File: src/rtl/cic_agc.sv
// Automatic gain control for the CIC decimator output shift: windowed peak tracking,
// fast gain reduction on overload, slow increase on weak signal, and a manual bypass.
module cic_agc #(
    parameter int WINDOW_LOG2    = 10,
    parameter int GAIN_MIN       = 0,
    parameter int GAIN_MAX       = 52,
    parameter int GAIN_INIT      = 20,
    parameter int HI_THRESH      = 1536,
    parameter int LO_THRESH      = 384,
    parameter int HOLD_WINDOWS   = 4,
    parameter int SETTLE_SAMPLES = 2
) (
    input  logic               osc_clk,
    input  logic               rst,
    input  logic               d_clk,
    input  logic signed [11:0] d_in,
    input  logic               agc_en,
    input  logic        [7:0]  manual_gain,
    output logic        [7:0]  gain,
    output logic               gain_upd,
    output logic               clip,
    output logic        [10:0] peak
);

    localparam int CW = WINDOW_LOG2 + 1;
    localparam int HW = $clog2(HOLD_WINDOWS + 1);
    localparam int SW = (SETTLE_SAMPLES > 1) ? $clog2(SETTLE_SAMPLES) : 1;

    localparam logic [CW-1:0] WIN_LAST    = CW'((1 << WINDOW_LOG2) - 1);
    localparam logic [SW-1:0] SETTLE_LAST = SW'(SETTLE_SAMPLES - 1);
    localparam logic [HW-1:0] HOLD_N      = HW'(HOLD_WINDOWS);
    localparam logic [7:0]    G_MIN       = 8'(GAIN_MIN);
    localparam logic [7:0]    G_MAX       = 8'(GAIN_MAX);
    localparam logic [7:0]    G_INIT      = 8'(GAIN_INIT);
    localparam logic [10:0]   HI          = 11'(HI_THRESH);
    localparam logic [10:0]   LO          = 11'(LO_THRESH);
    localparam logic [10:0]   FULL        = 11'h7FF;

    typedef enum logic [1:0] {MANUAL, MEASURE, DECIDE, SETTLE} state_t;

    state_t         state;
    logic           d_clk_q;
    logic [10:0]    wpeak;
    logic [CW-1:0]  count;
    logic [HW-1:0]  hold;
    logic [SW-1:0]  settle_cnt;

    logic           sample_ev;
    logic           full;
    logic [10:0]    mag;
    logic [10:0]    wpeak_next;
    logic [7:0]     man_gain;
    logic [7:0]     dec_gain;
    logic [HW-1:0]  hold_inc;
    logic [HW-1:0]  dec_hold;

    // -2048 has no positive twin in 12 bits, so it saturates to full scale
    always_comb begin
        sample_ev = d_clk & ~d_clk_q;
        if (d_in == 12'sh800)
            mag = FULL;
        else if (d_in[11])
            mag = 11'(-d_in);
        else
            mag = d_in[10:0];
        full       = (mag == FULL);
        wpeak_next = (mag > wpeak) ? mag : wpeak;

        if (int'(manual_gain) < GAIN_MIN)
            man_gain = G_MIN;
        else if (int'(manual_gain) > GAIN_MAX)
            man_gain = G_MAX;
        else
            man_gain = manual_gain;

        hold_inc = hold + HW'(1);
        dec_gain = gain;
        dec_hold = '0;
        if (wpeak > HI && gain > G_MIN) begin
            dec_gain = gain - 8'd1;
        end else if (wpeak < LO) begin
            if (hold_inc >= HOLD_N) begin
                if (gain < G_MAX)
                    dec_gain = gain + 8'd1;
                else
                    dec_hold = HOLD_N;
            end else begin
                dec_hold = hold_inc;
            end
        end
    end

    always_ff @(posedge osc_clk) begin
        if (rst) begin
            state      <= MANUAL;
            d_clk_q    <= 1'b0;
            gain       <= G_INIT;
            gain_upd   <= 1'b0;
            clip       <= 1'b0;
            peak       <= '0;
            wpeak      <= '0;
            count      <= '0;
            hold       <= '0;
            settle_cnt <= '0;
        end else begin
            d_clk_q  <= d_clk;
            gain_upd <= 1'b0;
            clip     <= 1'b0;
            if (state == MANUAL) begin
                if (agc_en) begin
                    state <= MEASURE;
                    wpeak <= '0;
                    count <= '0;
                    hold  <= '0;
                end else begin
                    gain     <= man_gain;
                    gain_upd <= (man_gain != gain);
                end
            end else if (!agc_en) begin
                state <= MANUAL;
            end else begin
                case (state)
                    MEASURE: begin
                        if (sample_ev) begin
                            // Overload wins over window completion; the window is thrown away
                            if (full) begin
                                clip       <= 1'b1;
                                peak       <= wpeak_next;
                                wpeak      <= '0;
                                count      <= '0;
                                settle_cnt <= '0;
                                state      <= SETTLE;
                                if (gain > G_MIN) begin
                                    gain     <= gain - 8'd1;
                                    gain_upd <= 1'b1;
                                    hold     <= '0;
                                end
                            end else begin
                                wpeak <= wpeak_next;
                                count <= count + CW'(1);
                                if (count == WIN_LAST)
                                    state <= DECIDE;
                            end
                        end
                    end
                    DECIDE: begin
                        clip       <= sample_ev & full;
                        peak       <= wpeak;
                        wpeak      <= '0;
                        count      <= '0;
                        gain       <= dec_gain;
                        hold       <= dec_hold;
                        settle_cnt <= '0;
                        if (dec_gain != gain) begin
                            gain_upd <= 1'b1;
                            state    <= SETTLE;
                        end else begin
                            state <= MEASURE;
                        end
                    end
                    SETTLE: begin
                        if (sample_ev) begin
                            clip <= full;
                            if (settle_cnt == SETTLE_LAST) begin
                                state <= MEASURE;
                                wpeak <= '0;
                                count <= '0;
                            end else begin
                                settle_cnt <= settle_cnt + SW'(1);
                            end
                        end
                    end
                    default: state <= MANUAL;
                endcase
            end
        end
    end

endmodule

File: config.mk
export PLATFORM = sky130hd
export DESIGN_NAME = cic_agc
export DESIGN_NICKNAME = d
export VERILOG_FILES = /design/src/rtl/cic_agc.sv
export SDC_FILE = /design/constraint.sdc
export NUM_CORES = 1
export LEC_CHECK = 0
export CAP_MARGIN = 10
export CORE_MARGIN = 8
export CORE_UTILIZATION = 56
export DETAILED_ROUTE_END_ITERATION = 8
export HOLD_SLACK_MARGIN = 0.06
export PLACE_DENSITY = 0.87
export SYNTH_ARGS = -nofsm -noshare
export SYNTH_HDL_FRONTEND = slang
export SYNTH_SLANG_ARGS = --single-unit
File: constraint.sdc
create_clock -name osc_clk -period 5 [get_ports osc_clk]
set_input_delay 0.75 -clock osc_clk [delete_from_list [all_inputs] [get_ports osc_clk]]
set_output_delay 0.75 -clock osc_clk [all_outputs]
set_load 0.01 [all_outputs]
After elaboration in Yosys (flattened, before gate mapping) --
Cells that the tools add are included.
Operators by class: add/subtract/negate cells 6, $lt $le $gt $ge 7, equal/unequal tests 22, muxes and demuxes 69, bitwise operators 5, reductions and logical operators 14
Operators by type and width (number):
- $mux W11 | 16
- $mux W8 | 11
- $pmux W11 S3 | 2
- $mux W3 | 10
- $pmux W11 S2 | 1
- $reduce_and A5 Y1 | 4
- $mux W2 | 9
- $ne A8 B8 Y1 | 2
- $pmux W8 S2 | 1
- $ne A3 B3 Y1 const B | 5
- $mux W1 | 14
- $eq A12 B12 Y1 const B | 1
- $ne A4 B4 Y1 const B | 3
- $reduce_and A6 Y1 | 2
- $add A11 B1 Y11 const B | 1
- $eq A11 B10 Y1 const B | 1
- $eq A11 B11 Y1 const B | 1
- $gt A11 B11 Y1 | 1
- $gt A11 B11 Y1 const B | 1
- $lt A11 B9 Y1 const B | 1
- $neg A11 Y11 | 1
- $ne A2 B2 Y1 const B | 5
- $add A8 B1 Y8 const B | 1
- $gt A8 B1 Y1 const B | 1
- other kinds (21) | 28
Storage, ports and cells: register bits after elaboration 50, input port bits 24, logic and storage cells 133

Depth between registers and ports, before layout --
Gate-level depths: netlist of the first run.
depth after elaboration 10, depth in mapped cells 16

Least setup slack after synthesis of the first run --
No wires, ideal clock.
kind in2reg, start input d_in[0], end register wpeak[0], setup time 70 ps, data arrival time 3876 ps, data required time 4930 ps, slack 1054 ps, stages 14, buffers on the path 0, path through inv_1 -> ha_1 -> or3b_1 -> a32o_1 -> o21ai_1 -> inv_1 -> ha_1 -> nand4_1 -> nor2_1 -> o21ai_0 -> a31oi_1 -> nand2_1 -> or4_1 -> o2bb2ai_1
On the way: word-level cells in the longest chain between the ends 10
Ends and longest elaborated chain:
- start, declared | RTL line 16 | input logic signed [11:0] d_in,
- $neg A11 Y11 | RTL line 63 | mag = 11'(-d_in);
- $mux W11 | RTL line 62 | else if (d_in[11])
- $mux W11 (*) | RTL line 60 | if (d_in == 12'sh800)
- $gt A11 B11 Y1 | RTL line 67 | wpeak_next = (mag > wpeak) ? mag : wpeak;
- $mux W11 | RTL line 67
- $mux W11 (*) | RTL line 126 | if (full) begin
- $mux W11 (*) | RTL line 124 | if (sample_ev) begin
- $pmux W11 S3 (*) | RTL line 122 | case (state)
- $mux W11 (*) | RTL line 119 | end else if (!agc_en) begin
- $mux W11 (*) | RTL line 109 | if (state == MANUAL) begin
- end signal, assigned | RTL line 139 | wpeak <= wpeak_next;
- end, declared | RTL line 43 | logic [10:0] wpeak;
Mark *: on every way between the ends. The rest lies on a longest branch, timed or not. The select of a mux whose other input is x is not followed. A chain may end at the register's enable or synchronous reset.

Final worst setup path of the first run --
start input d_in[0], end register wpeak[9]
Same word-level chain as after synthesis.

==> impl_metrics.json, run 1 <==
{
  "outcome": "finished, final reports clean",
  "drive_gt1_frac": 0.0621,
  "die_w_um": 98.6,
  "setup_viol": 0,
  "power_leakage_nw": 1.53,
  "grt_start_max_net_pins": 27,
  "final_max_slew_viol_count": 0,
  "yosys-top-cells-area": "dfxtp_1, ha_1, a21oi_1, nor2_1, inv_1",
  "core.rowCount": 30,
  "die_area_mm2": 0.00973,
  "cts_tree": "done",
  "synthMostInstantiatedCell": "dfxtp_1",
  "grt_pass1_wl_mm": 17.6,
  "routed_wl_mm": 10.6,
  "routed_via_density": 6.60,
  "endpoint_kind": "register",
  "io_pins": 45,
  "comb_power_share": 0.377,
  "dr.pass1.iters": 5,
  "arrival_ps": 4780,
  "synth_fp_nets": 529,
  "power_density_mw_per_mm2": 263,
  "ir_drop_mv": 0.158,
  "start_util": 0.569,
  "first_global_vias": 3743,
  "clockBufferDepth": 2,
  "synth-edff-count": 0,
  "clk_latency_ps": 330,
  "ys_ff_latch": 50,
  "core_mm2": 0.00672,
  "period_needed_ps": 4510,
  "yosys.cell_types.count": 77,
  "grt_overflow": 0,
  "maxSlewHeadroom": 0.404,
  "path_clk_slew_ps": 100,
  "ys_warn_count": 0,
  "syn_avg_cell_area_um2": 7.95,
  "cts_buffers": 5,
  "max_stage_delay_ps": 530,
  "fillCellCount": 572,
  "dp_hpwl_mm": 7.90,
  "diodes": 0,
  "place_congestion": 0.918,
  "postCtsSetupRepairBufs": 0,
  "crit_required_ps": 5260,
  "worst_path_max_delay_cell": "a2111oi_0",
  "switching_share": 0.388,
  "p_seq_frac": 0.400,
  "post-synth-top-area-cell": "dfxtp_1",
  "start_kind": "primary input",
  "crit_type": "primary input to register",
  "post-route-drc-count": 0,
  "skew_ps": 17.9,
  "tightestPinTransition_ps": 894,
  "htreeDepth": 2,
  "cts_root_buffer": "clkbuf_8",
  "ys_top_cells_by_count": "dfxtp_1, a21oi_1, nor2_1, inv_1, nand2_1",
  "max_freq_ghz": 0.222,
  "path_max_fanout": 10,
  "seq_area_mm2": 0.00100,
  "final_hold_viol_count": 0,
  "drt_iter0_drc": 274,
  "final.setup.tns_ps": 0,
  "syn_inst": 481,
  "syn2layout_area_growth_pct": 15.2,
  "multiInputGateArea_mm2": 0.00259,
  "min_path_type": "register to register",
  "drtAntennaViolNets": 0,
  "synth_area_mm2": 0.00382,
  "fin_crit_sh": 0.903,
  "cp_top_family": "compound AO/OA/AOI/OAI gates",
  "p_total_w": 0.00116,
  "cts_resized": 0,
  "async_flop_share": 0,
  "crit_chain": "clkdlybuf4s50_1 -> inv_1 -> ha_1 -> nor4b_4 -> and3_1 -> a211oi_1 -> a31oi_1 -> ha_1 -> a2111oi_0 -> a31o_2 -> o221ai_1 -> a21oi_2 -> a22o_1",
  "cts-hold-fix-buffers": 0,
  "drv_cap": 0,
  "ys_seq_area_frac": 0.262,
  "power.share.clock": 0.223,
  "crit_buf_inv": 2,
  "cp_common_cell": "ha_1",
  "die_y_um": 98.6,
  "portBuffers": 44,
  "rsz0062_at_grt": "false",
  "antenna_found_initial": 0,
  "grt_usage": 0.214,
  "nets": 562,
  "power.internal_w": 0.000707,
  "numClockSinks": 50,
  "wire_per_inst_um": 17.8,
  "yosys.area.top_type_share": 0.262,
  "switchingPower_w": 0.000449,
  "vias": 3927,
  "synthFlopType": "dfxtp_1"
}
[cells by family after synthesis]
logic type	synth area share
and+or+nand+nor	0.229
AOI/OAI and AO/OA	0.324
muxes	0.00524
adders and majority gates	0.0786
DFF	0.262
buffers and inverters	0.0628
xor gates and xnor gates	0.0390
[path summary, 6_finish.rpt]
path	from	endpoint	slack [ps]	cells after the start
setup / recovery	d_in[0]	wpeak[9]	490	13
setup reg to reg	gain[2]	hold[2]	2190	7
hold reg to reg	settle_cnt	settle_cnt	480	1
hold / removal	settle_cnt	settle_cnt	480	1
[power by group through the flow]
stage               logic [W]  registers, W  clock network [W]
global placement     0.000414      0.000469                  0
CTS                  0.000428      0.000461           0.000262
detailed placement   0.000424      0.000470                  0
finish               0.000435      0.000463           0.000258
global route         0.000478      0.000467           0.000275
floorplan            0.000295      0.000461                  0
[placed cells by master, fill, tap and decap left out, types with 6 or more instances in the layout]
master / n
nand3_1: 22
o21ai_0: 12
o31ai_1: 8
ha_1: 24
nand2_1: 33
o21ai_1: 11
o21a_1: 8
nand4_1: 9
a311oi_1: 6
o2111ai_1: 7
a31oi_1: 10
a22o_1: 9
inv_1: 33
xnor2_1: 13
clkdlybuf4s50_1: 44
a211oi_1: 7
nor3_1: 19
a21o_1: 7
nor2_1: 35
buf_4: 6
a21oi_1: 38
nor2b_1: 9
dfxtp_1: 50
[sequential cells by signal, indices dropped and copies added (netlist names)]
register	flops
hold	3
count	11
peak	11
gain	8
wpeak	11
settle_cnt	1
clip	1
gain_upd	1
state	2
d_clk_q	1
[per-stage QoR]
| step | util | hold slack (ps) | instance area (um2) | setup slack (ps) | cells |
|---|---|---|---|---|---|
| after global routing | 0.655 | 490 | 4400 | 43.8 | 595 |
| after detailed placement | 0.639 | 453 | 4300 | 44.3 | 587 |
| after floorplan | - | 436 | 3820 | 1050 | 481 |
| final | 0.655 | 478 | 4400 | 487 | 595 |
| after global placement | 0.639 | 450 | 4300 | 300 | 587 |
| after CTS | 0.654 | 479 | 4390 | 373 | 595 |
[area by class of cell]
class | count | share of cell area
sequential | 50 | 0.227
multi-input combinational | 373 | 0.588
clock inverter | 3 | 0.00654
clock buffer | 5 | 0.0156
timing repair buffer | 50 | 0.110
tap | 80 | 0.0227
inverter | 34 | 0.0290
[layer usage]
metal	vias up	global-route usage	wire length, um
met2	192	0.358	4960
met3	37	0.0352	691
met5	-	0	0
li1	1875	-	-
met4	0	0.111	374
met1	1823	0.257	4560
No activity file was read; power rests on OpenSTA's default activity.
==> run 2, diff against run 1 <==
--- a/config.mk
+++ b/config.mk
@@ -8,9 +8,12 @@
 export CAP_MARGIN = 10
 export CORE_MARGIN = 8
 export CORE_UTILIZATION = 56
+export CTS_CLUSTER_DIAMETER = 100
+export CTS_CLUSTER_SIZE = 20
 export DETAILED_ROUTE_END_ITERATION = 8
 export HOLD_SLACK_MARGIN = 0.06
 export PLACE_DENSITY = 0.87
+export RECOVER_POWER = 50
 export SYNTH_ARGS = -nofsm -noshare
 export SYNTH_HDL_FRONTEND = slang
 export SYNTH_SLANG_ARGS = --single-unit
==> impl_metrics.json, run 2 (synthesis results as in run 1) <==
{
  "htreeDepth": 2,
  "nets": 562,
  "diodes": 0,
  "grt_pass1_wl_mm": 17.6,
  "min_path_type": "register to register",
  "path_max_fanout": 10,
  "routed_via_density": 6.62,
  "final_area_mm2": 0.00439,
  "antenna_found_initial": 0,
  "fin_crit_sh": 0.900,
  "dr.pass1.iters": 5,
  "rsz0062_at_grt": "false",
  "place_area_mm2": 0.00430,
  "crit_type": "primary input to register",
  "portBuffers": 44,
  "maxSlewHeadroom": 0.188,
  "cp_common_cell": "ha_1",
  "layout.cells.most_common_list": "dfxtp_1, a21oi_1, nor2_1",
  "reg2reg_from": "gain[2]",
  "ir_drop_mv": 0.158,
  "place_congestion": 0.918,
  "setup_viol": 0,
  "period_needed_ps": 4500,
  "cts_root_buffer": "clkbuf_8",
  "outcome": "finished, final reports clean",
  "crit_required_ps": 5270,
  "final_max_slew_viol_count": 0,
  "grt_usage": 0.214,
  "endpoint_kind": "register",
  "final_hold_viol_count": 0,
  "core.rowCount": 30,
  "die_y_um": 98.6,
  "final_common_cell": "dfxtp_1",
  "arrival_ps": 4770,
  "cts-hold-fix-buffers": 0,
  "numClockSinks": 50,
  "r2r-end": "gain[4]",
  "worst_path_max_delay_cell": "a2111oi_0",
  "min_path_cells": 1,
  "postCtsSetupRepairBufs": 0,
  "crit_chain": "clkdlybuf4s50_1 -> inv_1 -> ha_1 -> nor4b_4 -> and3_1 -> a211oi_1 -> a31oi_1 -> ha_1 -> a2111oi_0 -> a31o_2 -> o221ai_1 -> a21oi_2 -> a22o_1",
  "start_util": 0.569,
  "clockBufferDepth": 2,
  "whs_endpoint": "settle_cnt",
  "clk_latency_ps": 320,
  "die_area_mm2": 0.00973,
  "max_stage_delay_ps": 530,
  "io_pins": 45,
  "power_density_mw_per_mm2": 261,
  "drtAntennaViolNets": 0,
  "final.setup.tns_ps": 0,
  "path_clk_slew_ps": 100,
  "reg2reg_depth": 7,
  "cts_resized": 0,
  "core_mm2": 0.00672,
  "grt_overflow": 0,
  "cts_buffers": 5,
  "first_global_vias": 3743,
  "wire_per_inst_um": 17.7,
  "hp-start": "settle_cnt",
  "drt_iter0_drc": 314,
  "power_leakage_nw": 1.58,
  "r2r_slack_ps": 2050,
  "grt_start_max_net_pins": 27,
  "post-route-drc-count": 0,
  "drive_gt1_frac": 0.0563,
  "skew_ps": 17.7,
  "drv_cap": 0,
  "start_kind": "primary input",
  "vias": 3938,
  "dp_hpwl_mm": 7.90,
  "reg.largest.list": "count (11), peak (11), wpeak (11)",
  "max_freq_ghz": 0.222,
  "routed_wl_mm": 10.5,
  "cts_tree": "done",
  "die_w_um": 98.6,
  "syn2layout_area_growth_pct": 14.9,
  "tightestPinTransition_ps": 1210
}
## run 2: report_power, final
group	internal [W]	total, W	switching (W)
registers	0.000425	0.000462	0.0000368
logic	0.000169	0.000425	0.000256
clock network	0.000104	0.000258	0.000154
## run 2: cell type report
cell class	count	area (um2)
Inverter	34	128
Clock inverter	3	28.8
Clock buffer	5	68.8
Fill cell	576	2330
Multi-Input combinational cell	373	2580
Sequential cell	50	1000
Timing Repair Buffer	50	482
Tap cell	80	100
## run 2: worst max-delay path by stage
| stage | startpoint | cells after the start | slack [ps] | to |
|---|---|---|---|---|
| after global routing | d_in[0] | 13 | 50 | wpeak[9] |
| after detailed placement | d_in[0] | 13 | 40 | wpeak[6] |
| after CTS | d_in[0] | 13 | 370 | wpeak[5] |
| after global placement | d_in[0] | 13 | 300 | wpeak[9] |
| after floorplan | d_in[0] | 14 | 1050 | wpeak[0] |
| final | d_in[0] | 13 | 500 | wpeak[9] |
## run 2: critical path: cells and delay by family
kind / cells / cell delay (ps)
compound gates: 7 / 2090
simple gates: 2 / 720
buf+inv: 2 / 630
fa+ha+maj: 2 / 600
## run 2: metal layers
metal  vias to the layer above  track usage  share of wire  routed length (um)
met2                       168        0.358           0.47                4950
li1                       1875            -              -                   -
met3                        39       0.0352          0.058                 608
met5                         -            0              0                   0
met1                      1856        0.257           0.44                4590
met4                         0        0.111          0.037                 387
## run 2: through the flow
step	setup WS [ps]	cells	power, W	hold WS (ps)	utilization
after floorplan	1050	481	0.000756	436	-
after global placement	300	587	0.000884	450	0.639
after detailed placement	44.3	587	0.000894	453	0.639
after CTS	373	595	0.00115	479	0.654
after global routing	48.6	595	0.00121	490	0.653
final	499	595	0.00114	478	0.653
